$ cat config.mk
export PLATFORM = sky130hd
export DESIGN_NAME = mod_reduce_128_flat
export DESIGN_NICKNAME = d
export VERILOG_FILES = /design/src/rtl/mod_reduce_128_if.sv /design/src/rtl/mod_reduce_128.sv /design/src/flat_wrapper.sv
export SDC_FILE = /design/constraint.sdc
export NUM_CORES = 1
export LEC_CHECK = 0
export BUFFER_PORTS_ARGS = -buffer_cell sky130_fd_sc_hd__buf_2
export CORE_AREA = 2 2 122 243
export CTS_CLUSTER_DIAMETER = 200
export DETAILED_ROUTE_END_ITERATION = 8
export DIE_AREA = 0 0 124 245
export PLACE_DENSITY = 0.85
export SYNTH_ARGS = -nofsm -noshare
export SYNTH_HDL_FRONTEND = slang
export SYNTH_SLANG_ARGS = --single-unit
$ cat constraint.sdc
create_clock -name clk -period 29.7 [get_ports clk]
set_clock_uncertainty 0.05 [all_clocks]
set_input_delay 7.425 -clock clk [delete_from_list [all_inputs] [get_ports clk]]
set_output_delay 7.425 -clock clk [all_outputs]
set_load 0.02 [all_outputs]
$ cat src/rtl/mod_reduce_128_if.sv
// mod_reduce_128_if
// Groups the three valid/ready channels of the modular-reduction stage.
//   input_*   : 128-bit dividend channel (upstream -> stage)
//   modulus_* : 64-bit modulus channel   (upstream -> stage)
//   output_*  : 64-bit remainder channel (stage -> downstream)
// master: the side that supplies operands and consumes the remainder.
// slave : the reduction stage itself.
interface mod_reduce_128_if;
    logic [127:0] input_tdata;
    logic         input_tvalid;
    logic         input_tready;
    logic [63:0]  modulus_tdata;
    logic         modulus_tvalid;
    logic         modulus_tready;
    logic [63:0]  output_tdata;
    logic         output_tvalid;
    logic         output_tready;

    modport master (
        output input_tdata, input_tvalid, modulus_tdata, modulus_tvalid, output_tready,
        input  input_tready, modulus_tready, output_tdata, output_tvalid
    );

    modport slave (
        input  input_tdata, input_tvalid, modulus_tdata, modulus_tvalid, output_tready,
        output input_tready, modulus_tready, output_tdata, output_tvalid
    );
endinterface

$ cat src/rtl/mod_reduce_128.sv
// mod_reduce_128
// Computes (128-bit dividend) mod (64-bit modulus) by restoring shift-subtract,
// one dividend bit per clock. Sits behind mult_128 to form a modular multiply.
// Ports:
//   clk  : rising-edge clock
//   rst  : asynchronous reset, active-high
//   bus  : slave side of mod_reduce_128_if (dividend, modulus, remainder channels)
// A modulus of 0 still takes the full 128 steps and returns 0.
//
// state | meaning
// ------+-------------------------------------------------------------
// IDLE  | treadys high, waiting for dividend and modulus together
// CALC  | one restoring shift-subtract step per cycle, 128 cycles
// DONE  | remainder presented, waiting for downstream handshake
module mod_reduce_128 (
    input  logic             clk,
    input  logic             rst,
    mod_reduce_128_if.slave  bus
);

    typedef enum logic [1:0] {IDLE, CALC, DONE} state_t;

    state_t         state_q, state_d;
    logic [127:0]   div_q, div_d;
    logic [63:0]    mod_q, mod_d;
    logic [63:0]    rem_q, rem_d;
    logic [6:0]     cnt_q, cnt_d;
    logic           rdy_q, rdy_d;
    logic           vld_q, vld_d;
    logic [63:0]    dout_q, dout_d;

    // The partial remainder is always < m (< 2^64) between steps, so its top
    // bit is held implicitly as 0; the shifted trial value needs the full 65 bits.
    logic [64:0]    trial;
    logic           trial_ge;
    logic [63:0]    step_rem;

    always_comb begin
        trial    = {rem_q, div_q[127]};
        trial_ge = (trial >= {1'b0, mod_q});
        // When trial >= m the true difference is < m, so the low 64 bits of the
        // 65-bit subtraction are the whole result.
        step_rem = trial_ge ? (trial[63:0] - mod_q) : trial[63:0];
    end

    always_comb begin
        state_d = state_q;
        div_d   = div_q;
        mod_d   = mod_q;
        rem_d   = rem_q;
        cnt_d   = cnt_q;
        rdy_d   = rdy_q;
        vld_d   = vld_q;
        dout_d  = dout_q;

        case (state_q)
            IDLE: begin
                if (bus.input_tvalid && bus.modulus_tvalid) begin
                    div_d   = bus.input_tdata;
                    mod_d   = bus.modulus_tdata;
                    rem_d   = 64'd0;
                    cnt_d   = 7'd127;
                    rdy_d   = 1'b0;
                    state_d = CALC;
                end
            end
            CALC: begin
                div_d = {div_q[126:0], 1'b0};
                rem_d = step_rem;
                cnt_d = cnt_q - 7'd1;
                if (cnt_q == 7'd0) begin
                    vld_d   = 1'b1;
                    dout_d  = (mod_q == 64'd0) ? 64'd0 : step_rem;
                    state_d = DONE;
                end
            end
            DONE: begin
                if (bus.output_tready) begin
                    vld_d   = 1'b0;
                    rdy_d   = 1'b1;
                    state_d = IDLE;
                end
            end
            default: begin
                vld_d   = 1'b0;
                rdy_d   = 1'b1;
                state_d = IDLE;
            end
        endcase
    end

    always_ff @(posedge clk or posedge rst) begin
        if (rst) begin
            state_q <= IDLE;
            div_q   <= 128'd0;
            mod_q   <= 64'd0;
            rem_q   <= 64'd0;
            cnt_q   <= 7'd0;
            rdy_q   <= 1'b1;
            vld_q   <= 1'b0;
            dout_q  <= 64'd0;
        end else begin
            state_q <= state_d;
            div_q   <= div_d;
            mod_q   <= mod_d;
            rem_q   <= rem_d;
            cnt_q   <= cnt_d;
            rdy_q   <= rdy_d;
            vld_q   <= vld_d;
            dout_q  <= dout_d;
        end
    end

    assign bus.input_tready   = rdy_q;
    assign bus.modulus_tready = rdy_q;
    assign bus.output_tvalid  = vld_q;
    assign bus.output_tdata   = dout_q;

endmodule
$ cat src/flat_wrapper.sv
// flat-port wrapper written by rule: the top's interface ports become plain ports
module mod_reduce_128_flat 
  (clk, rst, bus_input_tdata, bus_input_tvalid, bus_modulus_tdata, bus_modulus_tvalid, bus_output_tready, bus_input_tready, bus_modulus_tready, bus_output_tdata, bus_output_tvalid);
  mod_reduce_128_if bus_i ();
  input  logic clk;
  input  logic rst;
  input wire logic [$bits(bus_i.input_tdata)-1:0] bus_input_tdata;
  input wire logic [$bits(bus_i.input_tvalid)-1:0] bus_input_tvalid;
  input wire logic [$bits(bus_i.modulus_tdata)-1:0] bus_modulus_tdata;
  input wire logic [$bits(bus_i.modulus_tvalid)-1:0] bus_modulus_tvalid;
  input wire logic [$bits(bus_i.output_tready)-1:0] bus_output_tready;
  output wire logic [$bits(bus_i.input_tready)-1:0] bus_input_tready;
  output wire logic [$bits(bus_i.modulus_tready)-1:0] bus_modulus_tready;
  output wire logic [$bits(bus_i.output_tdata)-1:0] bus_output_tdata;
  output wire logic [$bits(bus_i.output_tvalid)-1:0] bus_output_tvalid;
  assign bus_i.input_tdata = bus_input_tdata;
  assign bus_i.input_tvalid = bus_input_tvalid;
  assign bus_i.modulus_tdata = bus_modulus_tdata;
  assign bus_i.modulus_tvalid = bus_modulus_tvalid;
  assign bus_i.output_tready = bus_output_tready;
  assign bus_input_tready = bus_i.input_tready;
  assign bus_modulus_tready = bus_i.modulus_tready;
  assign bus_output_tdata = bus_i.output_tdata;
  assign bus_output_tvalid = bus_i.output_tvalid;
  mod_reduce_128 u_core (.clk(clk), .rst(rst), .bus(bus_i));
endmodule
Yosys cells after proc, flatten, opt, wreduce, memory -nomap -nowiden
Index checks and enable logic that the tools add are counted.

storage, ports and cells
  flip-flop bits (word level) = 331
  output and inout port bits = 67
  logic and storage cells = 47
  input port bits = 197

cells by class
  equality and inequality tests = 5
  mux-type cells = 18
  reduce and logical (&&, ||, !) cells = 11
  add/sub/neg operators = 2
  $lt $le $gt $ge = 1
  bitwise operators = 2

operators with widths
  kind                 number
  $pmux 128 s2         1
  $mux 64              3
  $mux 128             1
  $pmux 64 s2          1
  $ge 65x64->1         1
  $logic_not 64->1     1
  $sub 64x64->64       1
  $pmux 7 s2           1
  $reduce_and 3->1     3
  $logic_not 7->1      1
  $mux 7               1
  $sub 7x1->7 const B  1
  $mux 2               3
  $pmux 1 s3           2
  $pmux 2 s3           1
  $reduce_and 2->1     3
  $mux 1               4
  $ne 2x1->1 const B   2
  $eq 2x1->1 const B   1
  $eq 2x2->1 const B   1
  $logic_not 2->1      1
  $ne 2x2->1 const B   1
  $not 1->1            2
  $reduce_bool 2->1    1
  $logic_and 1x1->1    1

Logic depth before layout (Yosys ltp)
Gate-level depths: netlist (run 1).

  depth after elaboration = 3
  depth in mapped cells = 15
  gate-level depth less buffers = 14

Least setup slack after synthesis (run 1)
Ideal clock, no wire load.

  path kind = input to register
  start = input bus_input_tvalid
  end = register u_core.cnt_q[0]
  data required time = 29.511 ns
  buffers on the path = 2
  arrival time = 8.496 ns
  path slack = 21.015 ns
  stages = 5
  setup time = 0.139 ns
  path through = and3_1 nor2_1 clkbuf_1 buf_1 mux2i_1

between the ends
  word-level cells in the longest chain between the ends = 3

ends and longest elaborated chain
  element                            RTL line               source
  start, declared                    flat_wrapper.sv:8      input wire logic [$bits(bus_i.input_tvalid)-1:0] bus_input_tvalid;
  $logic_and 1x1->1                  mod_reduce_128.sv:58   if (bus.input_tvalid && bus.modulus_tvalid) begin
  $ne 2x1->1 (no source line)        --
  $reduce_and 2->1 (no source line)  --
  end signal, assigned               mod_reduce_128.sv:107  cnt_q <= cnt_d;
  end, declared                      mod_reduce_128.sv:27   logic [6:0] cnt_q, cnt_d;

No other way between the ends.
A chain may end at the register's enable or synchronous reset.

Final worst setup path (run 1)
  start = input bus_input_tvalid
  end = register u_core.div_q[100]

between the ends
  word-level cells in the longest chain between the ends = 3

ends and longest elaborated chain
  element                            RTL line               source
  $logic_and 1x1->1                  mod_reduce_128.sv:58
  $ne 2x1->1 (no source line)        --
  $reduce_and 2->1 (no source line)  --
  end signal, assigned               mod_reduce_128.sv:104  div_q <= div_d;
  end, declared                      mod_reduce_128.sv:24   logic [127:0] div_q, div_d;

No other way between the ends.

==> results.md, run 1 <==
- Clock transition at the registers of the reported paths: roughly 70 ps
- Slowest CP cell: buf_4
- Drt first pass iters: 6
- # fillers: about 2300
- Crit-path cells: buf_2 > and3_4 > nor2_4 > buf_4 > buf_4 > nand2_1 > nand2_1
- DP HPWL: about 32000 microns
- Syn Inst Count: 1963
- DR vias/cell: approximately 6.0
- Routed WL: roughly 46000 microns
- Max-cap violations: 0
- Layout cell share with drive strength beyond 1: 0.1580
- Count of cell types in the netlist: 72
- Synth top area share: 0.4742
- Core area: 0.02863 sq mm
- Slew headroom: 0.2198
- RSZ-0062 raised after global routing: no
- CP arrival: 9970 ps
- Wl on met1: 19260 microns
- Crit-path max FO: 118
- Worst Path Buf+Inv: 3
- Post-CTS Setup Inserts: 0
- Layout area overhead: 13.92%
- Fin crit share: 0.3206
- Hold Violations, Final: 0
- DP Worst Slack: 19560 ps
- Worst VDD drop: 0.00007032 V
- Synthesized flop and latch total: 331
- TritonCTS clock tree: yes
- # clock sinks: 331
- CP max stage delay: about 990 ps
- Syn nets: 2227
- Antenna Nets Post-Route: 0
- Placed instance area: 0.01882 sq mm
- WL met3: 2987 microns
- Stages on the worst setup path: 7
- Height of the die: 245 microns
- Cell accounting for the most synthesized area: dfrtp_1
- PortBufs: about 260
- Cts bufs inserted: 30
- Clk_lat worst skew: 570 ps
- Setup TNS: 0 ps
- Vias in the first global route: 14560
- Hold-critical path depth: 1
- Syn Std Cell Area: around 0.017 sq mm
- Setup violations, final: 0
- Synth top area cells: dfrtp_1 (47%), nand2_1 (10%), o21ai_0 (5.5%)
- Row count: 88
- Register Area: 0.008284 sq mm
- GPL Wtd Cong: 0.9610
- Synth warnings: 0
- Root buffer cell: clkbuf_16
- 1st-iter DRT viols: 1454
- Startpoint Class: input port
- Async set-reset flop share out of synthesis: 1.000
- Largest net degree at the start of global routing: 142
- Critical Path End Type: flop
- Post-synth EDFFs: 0
- Placed Cells incl. Taps: 2477
- Fmax: roughly 110 MHz
- Highest routed metal layer: met4
- Post-route insts no fill: 2537
- CP Data Required Time: approximately 30000 ps
- Setup WS post-layout: 20180 ps
- First-pass GRT wire length: ~73000 microns
- Leakage: 9.849 nW
- Final instance area: 0.01984 sq mm
- R2r worst-path depth: 11
- Syn_area_per_cell: 8.871 sq um
- Met2 Wirelength: 22440 microns
- Footprint of the multi-input gates: between 0.008 and 0.009 sq mm
- Via count: 15300
- Tmin final: 9523 ps
- DR DRC count: 0
- Gr ovfl total: 0
- Register area share after synthesis: 0.4757
- Chip width: ~120 microns
- Power Total: 2.686 mW
- Worst hold path class: reg -> reg
- Slew Viols, Final: 0
- Most common flop cell mapped by yosys: dfrtp_1
- Crit-path leading delay family: buffers and inverters
- Total Nets Final: 2413
- Commonest non-fill, non-tap cell in the layout: nand2_1
- Initial core utilization: 0.6083
- Slew @ Worst Pin: 1170 ps
- Initial antenna violation count: 6
- H-tree depth: 1
- Die Footprint: between 0.03 and 0.04 sq mm
- Routed len/inst: roughly 18 microns
- Cts repair resizes: 0
- All-Layer GR Usage: 0.3013
- # hold bufs at CTS: 0
- WS Path Type: in -> reg
- Most frequent cells in the layout: nand2_1 (463), dfrtp_1 (330), buf_2 (263)
- Status: finished, final reports clean
- Power Density: 135.4 mW/mm^2
- Longest Clk Path Bufs: 3
- Io pins: 264
## path summary, 6_finish.rpt
kind	startpoint	endpoint	slack [ps]
worst max-delay path	bus_input_tvalid	u_core.div_q[100]	20180
worst min-delay path	u_core.cnt_q[6]	u_core.cnt_q[6]	420
worst max register to register	u_core.mod_q[27]	u_core.bus.output_tdata[60]	25280
worst min register to register	u_core.cnt_q[6]	u_core.cnt_q[6]	420
max in group asynchronous	rst	u_core.mod_q[21]	20260
min in group asynchronous	rst	u_core.div_q[12]	7030
## synthesized netlist by cell type (5+ instances only)
cell type,count
nand4_1,23
or2_2,5
and2_1,6
xnor2_1,33
a21o_1,60
nor2b_1,6
a22o_1,21
ha_1,66
dfrtp_1,330
nand2b_1,5
nor3_1,10
o21ai_0,192
buf_1,5
xor2_1,23
nor4_1,23
o21ai_1,15
nor2_1,66
o21bai_1,11
o31ai_1,5
nand3_1,26
mux2i_1,17
buf_2,8
and3_1,11
a211oi_1,6
a21boi_0,6
a22oi_1,127
nand2_1,464
inv_1,82
a21oi_1,107
o21a_1,7
clkbuf_1,104
a31oi_1,12
a32oi_1,15
## flip-flops by register name, summed over array words and instances (netlist names)
register,count
u_core.div_q,128
u_core.bus.output_tdata,64
u_core.mod_q,64
u_core.rem_q,64
u_core.cnt_q,7
u_core.state_q,2
u_core.bus.input_tready,1
u_core.bus.output_tvalid,1
## cell type report
class                   instances  share of cell area
clock inverters                12            0.007190
multi-input cells            1429              0.4218
inverters                      82             0.01589
well taps                     360             0.02271
repair buffers                275             0.07089
clock buffers                  42             0.04314
diodes                          6           0.0007569
flip-flops and latches        331              0.4176
## through the flow
step           hold WS (ps)    util
6_report              415.1  0.6930
5_1_grt               446.5  0.6930
4_1_cts               418.4  0.6924
3_5_place_dp          412.3  0.6576
3_3_place_gp          398.0  0.6576
2_1_floorplan         385.6       -
## logic make-up (layout without fill, tap and decap cells)
| group | after synthesis | count (layout) | synth area share |
|---|---|---|---|
| xor+xnor | 56 | 56 | 0.02816 |
| simple gates | 667 | 667 | 0.1632 |
| mux | 18 | 18 | 0.01063 |
| fa+ha+maj | 67 | 67 | 0.04857 |
| compound gates | 621 | 621 | 0.2281 |
| other cells | 0 | 6 | 0 |
| flops | 331 | 331 | 0.4757 |
| buf+inv | 203 | 411 | 0.04562 |
## power breakdown
part | switching, mW | internal [mW] | leakage, nW | total, mW
Clock | 0.173 | 0.220 | 0.490 | 0.392
Sequential | 0.125 | 0.639 | 4.19 | 0.764
Combinational | 0.939 | 0.591 | 5.17 | 1.53
## per-layer routing
layer	up-vias	GRT usage
li1	7281	-
met1	7305	0.4137
met2	609	0.4842
met3	106	0.04112
met4	0	0.1167
met5	-	0
Note: power is estimated with default switching activity, not from simulation.
==> inputs of run 2 (changes only) <==
--- a/config.mk
+++ b/config.mk
@@ -6,11 +6,11 @@
 export NUM_CORES = 1
 export LEC_CHECK = 0
 export BUFFER_PORTS_ARGS = -buffer_cell sky130_fd_sc_hd__buf_2
-export CORE_AREA = 2 2 122 243
+export CORE_AREA = 2 2 133 264
 export CTS_CLUSTER_DIAMETER = 200
 export DETAILED_ROUTE_END_ITERATION = 8
-export DIE_AREA = 0 0 124 245
-export PLACE_DENSITY = 0.85
+export DIE_AREA = 0 0 135 266
+export PLACE_DENSITY = 0.76
 export SYNTH_ARGS = -nofsm -noshare
 export SYNTH_HDL_FRONTEND = slang
 export SYNTH_SLANG_ARGS = --single-unit
==> constraint.sdc (replaced) <==
create_clock -name clk -period 8.4 [get_ports clk]
set_clock_uncertainty 0.05 [all_clocks]
set_input_delay 2.1 -clock clk [delete_from_list [all_inputs] [get_ports clk]]
set_output_delay 2.1 -clock clk [all_outputs]
set_load 0.02 [all_outputs]
==> run 2 against run 1 <==
Net effect:
- design area up 0.83%
- sequential share of layout area down 0.34 points
- via count up 0.92%
- routed wire length up 15%
- core utilization down 11 points
- hold slack better by 8.9 ps
- highest routed layer is now met5
- sequential power rose to 3.6 times the previous value
- setup slack worse by 16000 ps
- critical path depth up 5
- cell count up 3.2%
- sequential cell count unchanged
- count of clock-buffer cells in the layout up 2
==> results.md, run 2 (synthesis gave the netlist of run 1 again) <==
- Hold Slack: 424.0 ps (was 415.1 ps)
- Fin crit share: 0.5124
- Critical Path End Type: flop (unchanged)
- Top cell by count, worst path: or3_1
- Fmax: 232.3 MHz
- Worst Path Buf+Inv: 2 (was 3)
- Routed len/inst: 20.31 microns (was 18.24 microns)
- CP arrival: 4690 ps (was 9970 ps)
- Initial antenna violation count: 2 (was 6)
- Post-CTS Setup Inserts: 0 (unchanged)
- Worst r2r src: u_core.mod_q[27] (unchanged)
- Crit-path max FO: 18 (was 118)
- # clock sinks: 331 (unchanged)
- Post-route insts no fill: 2618 (was 2537)
- # fillers: 3113 (was 2311)
- Longest Clk Path Bufs: 3 (unchanged)
- Cts repair resizes: 0 (unchanged)
- Clock transition at the registers of the reported paths: 70 ps (about the same)
- Power Density: 492.8 mW/mm^2 (was 135.4 mW/mm^2)
- R2r worst-path depth: 12 (was 11)
- Slew @ Worst Pin: 1139 ps (was 1170 ps)
- Gr ovfl total: 0 (unchanged)
- Stages on the worst setup path: 12 (was 7)
- Layout area overhead: 14.87% (was 13.92%)
- Crit path to: u_core.bus.output_tdata[12] (was u_core.div_q[100])
- Io pins: 264 (unchanged)
- Root buffer cell: clkbuf_16 (unchanged)
- 1st-iter DRT viols: 895 (was 1454)
- Reg2reg end: u_core.bus.output_tdata[12] (was u_core.bus.output_tdata[60])
- Placed Cells incl. Taps: 2562 (was 2477)
- Initial core utilization: 0.5105 (was 0.6083)
- Slowest CP cell: or4_1 (was buf_4)
- Setup violations, final: 0 (unchanged)
- Max reg flops: 128 (unchanged)
- Core area: 0.03411 sq mm (was 0.02863 sq mm)
- RSZ-0062 raised after global routing: no (unchanged)
- Slew Viols, Final: 0 (unchanged)
- Crit-path leading delay family: simple AND/OR/NAND/NOR gates (was buffers and inverters)
- Startpoint Class: flop (was input port)
- Crit-path cells: inv_1 > ha_1 > nand2_1 > or3_1 > or4_1 > nor4_1 > o31a_1 > o211a_1 > or3_1 > buf_4 > mux2i_1 > o21ai_0 (was buf_2 > and3_4 > nor2_4 > buf_4 > buf_4 > nand2_1 > nand2_1)
- Largest Register: u_core.div_q (unchanged)
- Ant. Diodes: 0 (was 6)
- TritonCTS clock tree: yes (unchanged)
- CP max stage delay: 500 ps (was 990 ps)
- WS Path Type: reg -> reg (was in -> reg)
- DP HPWL: 38990 microns (was 31750 microns)
- H-tree depth: 1 (unchanged)
- Antenna Nets Post-Route: 0 (unchanged)
- Height of the die: 266 microns (was 245 microns)
- Status: finished, final reports clean (unchanged)
- Leakage: 9.884 nW (was 9.849 nW)
- PortBufs: 263 (unchanged)
- Routed WL: 53180 microns (was 46280 microns)
- All-Layer GR Usage: 0.2966 (was 0.3013)
- GPL Wtd Cong: 0.9411 (was 0.9610)
- Clk_lat worst skew: 580 ps (was 570 ps)
- Hold Violations, Final: 0 (unchanged)
- Slew headroom: 0.2407 (was 0.2198)
- Drt first pass iters: 5 (was 6)
- Max-cap violations: 0 (unchanged)
- Reg2reg setup slack: 4100 ps (was 25280 ps)
- Total Nets Final: 2417 (was 2413)
- Setup TNS: 0 ps (unchanged)
- Row count: 96 (was 88)
- First-pass GRT wire length: 83630 microns (was 73260 microns)
- CP Data Required Time: 8790 ps (was 30150 ps)
- Most frequent cells in the layout: nand2_1 (463), dfrtp_1 (330), buf_2 (263) (unchanged)
- Die Footprint: 0.03591 sq mm (was 0.03038 sq mm)
- Fin util: 0.5864 (was 0.6930)
- Largest net degree at the start of global routing: 164 (was 142)
- Commonest non-fill, non-tap cell in the layout: nand2_1 (unchanged)
- DR DRC count: 0 (unchanged)
- Worst hold path class: reg -> reg (unchanged)
- Chip width: 135 microns (was 124 microns)
- Worst VDD drop: 0.0002753 V (was 0.00007032 V)
- Via count: 15440 (was 15300)
- # hold bufs at CTS: 0 (unchanged)
- Cts bufs inserted: 30 (unchanged)
- Critical Path Source: u_core.mod_q[27] (was bus_input_tvalid)
- Layout cell share with drive strength beyond 1: 0.1608 (was 0.1580)
- Vias in the first global route: 15790 (was 14560)
- Tmin final: 4304 ps
- DR vias/cell: 5.898 (was 6.031)
## run 2: tightest hold or removal path, cell delays in order (launching register included)
cell	delay (ps)
dfrtp_1	340
nand2_1	40
o21ai_0	60
## run 2: how the worst min path moves through the flow
stage,start,to,slack [ps],depth (start not counted)
floorplan,u_core.cnt_q[6],u_core.cnt_q[6],390,1
global placement,u_core.cnt_q[6],u_core.cnt_q[6],400,1
detailed placement,u_core.div_q[53],u_core.div_q[53],410,2
CTS,u_core.div_q[19],u_core.div_q[19],430,2
global route,u_core.div_q[27],u_core.div_q[27],450,2
finish,u_core.bus.output_tdata[34],u_core.bus.output_tdata[34],420,2
## run 2: layout make-up
cell class,instances,area (sq um),share of cell area
sequential,331,8284,0.4141
inverter,82,311.5,0.01558
timing repair buffer,279,1449,0.07243
tap,441,551.8,0.02758
clock inverter,12,125.1,0.006255
clock buffer,44,914.6,0.04572
multi-input combinational,1429,8367,0.4183
## run 2: metrics by stage
step / power [mW] / area (sq um) / setup slack [ps]
2_1_floorplan: 6.729 / 17420 / 1830
3_3_place_gp: 8.202 / 18960 / 3703
3_5_place_dp: 8.336 / 18960 / 3678
4_1_cts: 9.832 / 20000 / 4115
5_1_grt: 10.59 / 20000 / 3899
6_report: 9.856 / 20000 / 4096
## run 2: routing by layer
metal,global-route usage,part of all wire,vias to the layer above
met5,0,0.00024,-
met4,0.1633,0.062,2
met3,0.04642,0.053,165
met2,0.5541,0.54,518
met1,0.3115,0.35,7480
li1,-,-,7277
## run 2: power breakdown
group,leakage (nW),switching (mW),internal [mW],total (mW)
clock network,0.508,0.636,0.817,1.45
logic,5.19,3.56,2.11,5.67
registers,4.19,0.479,2.26,2.74
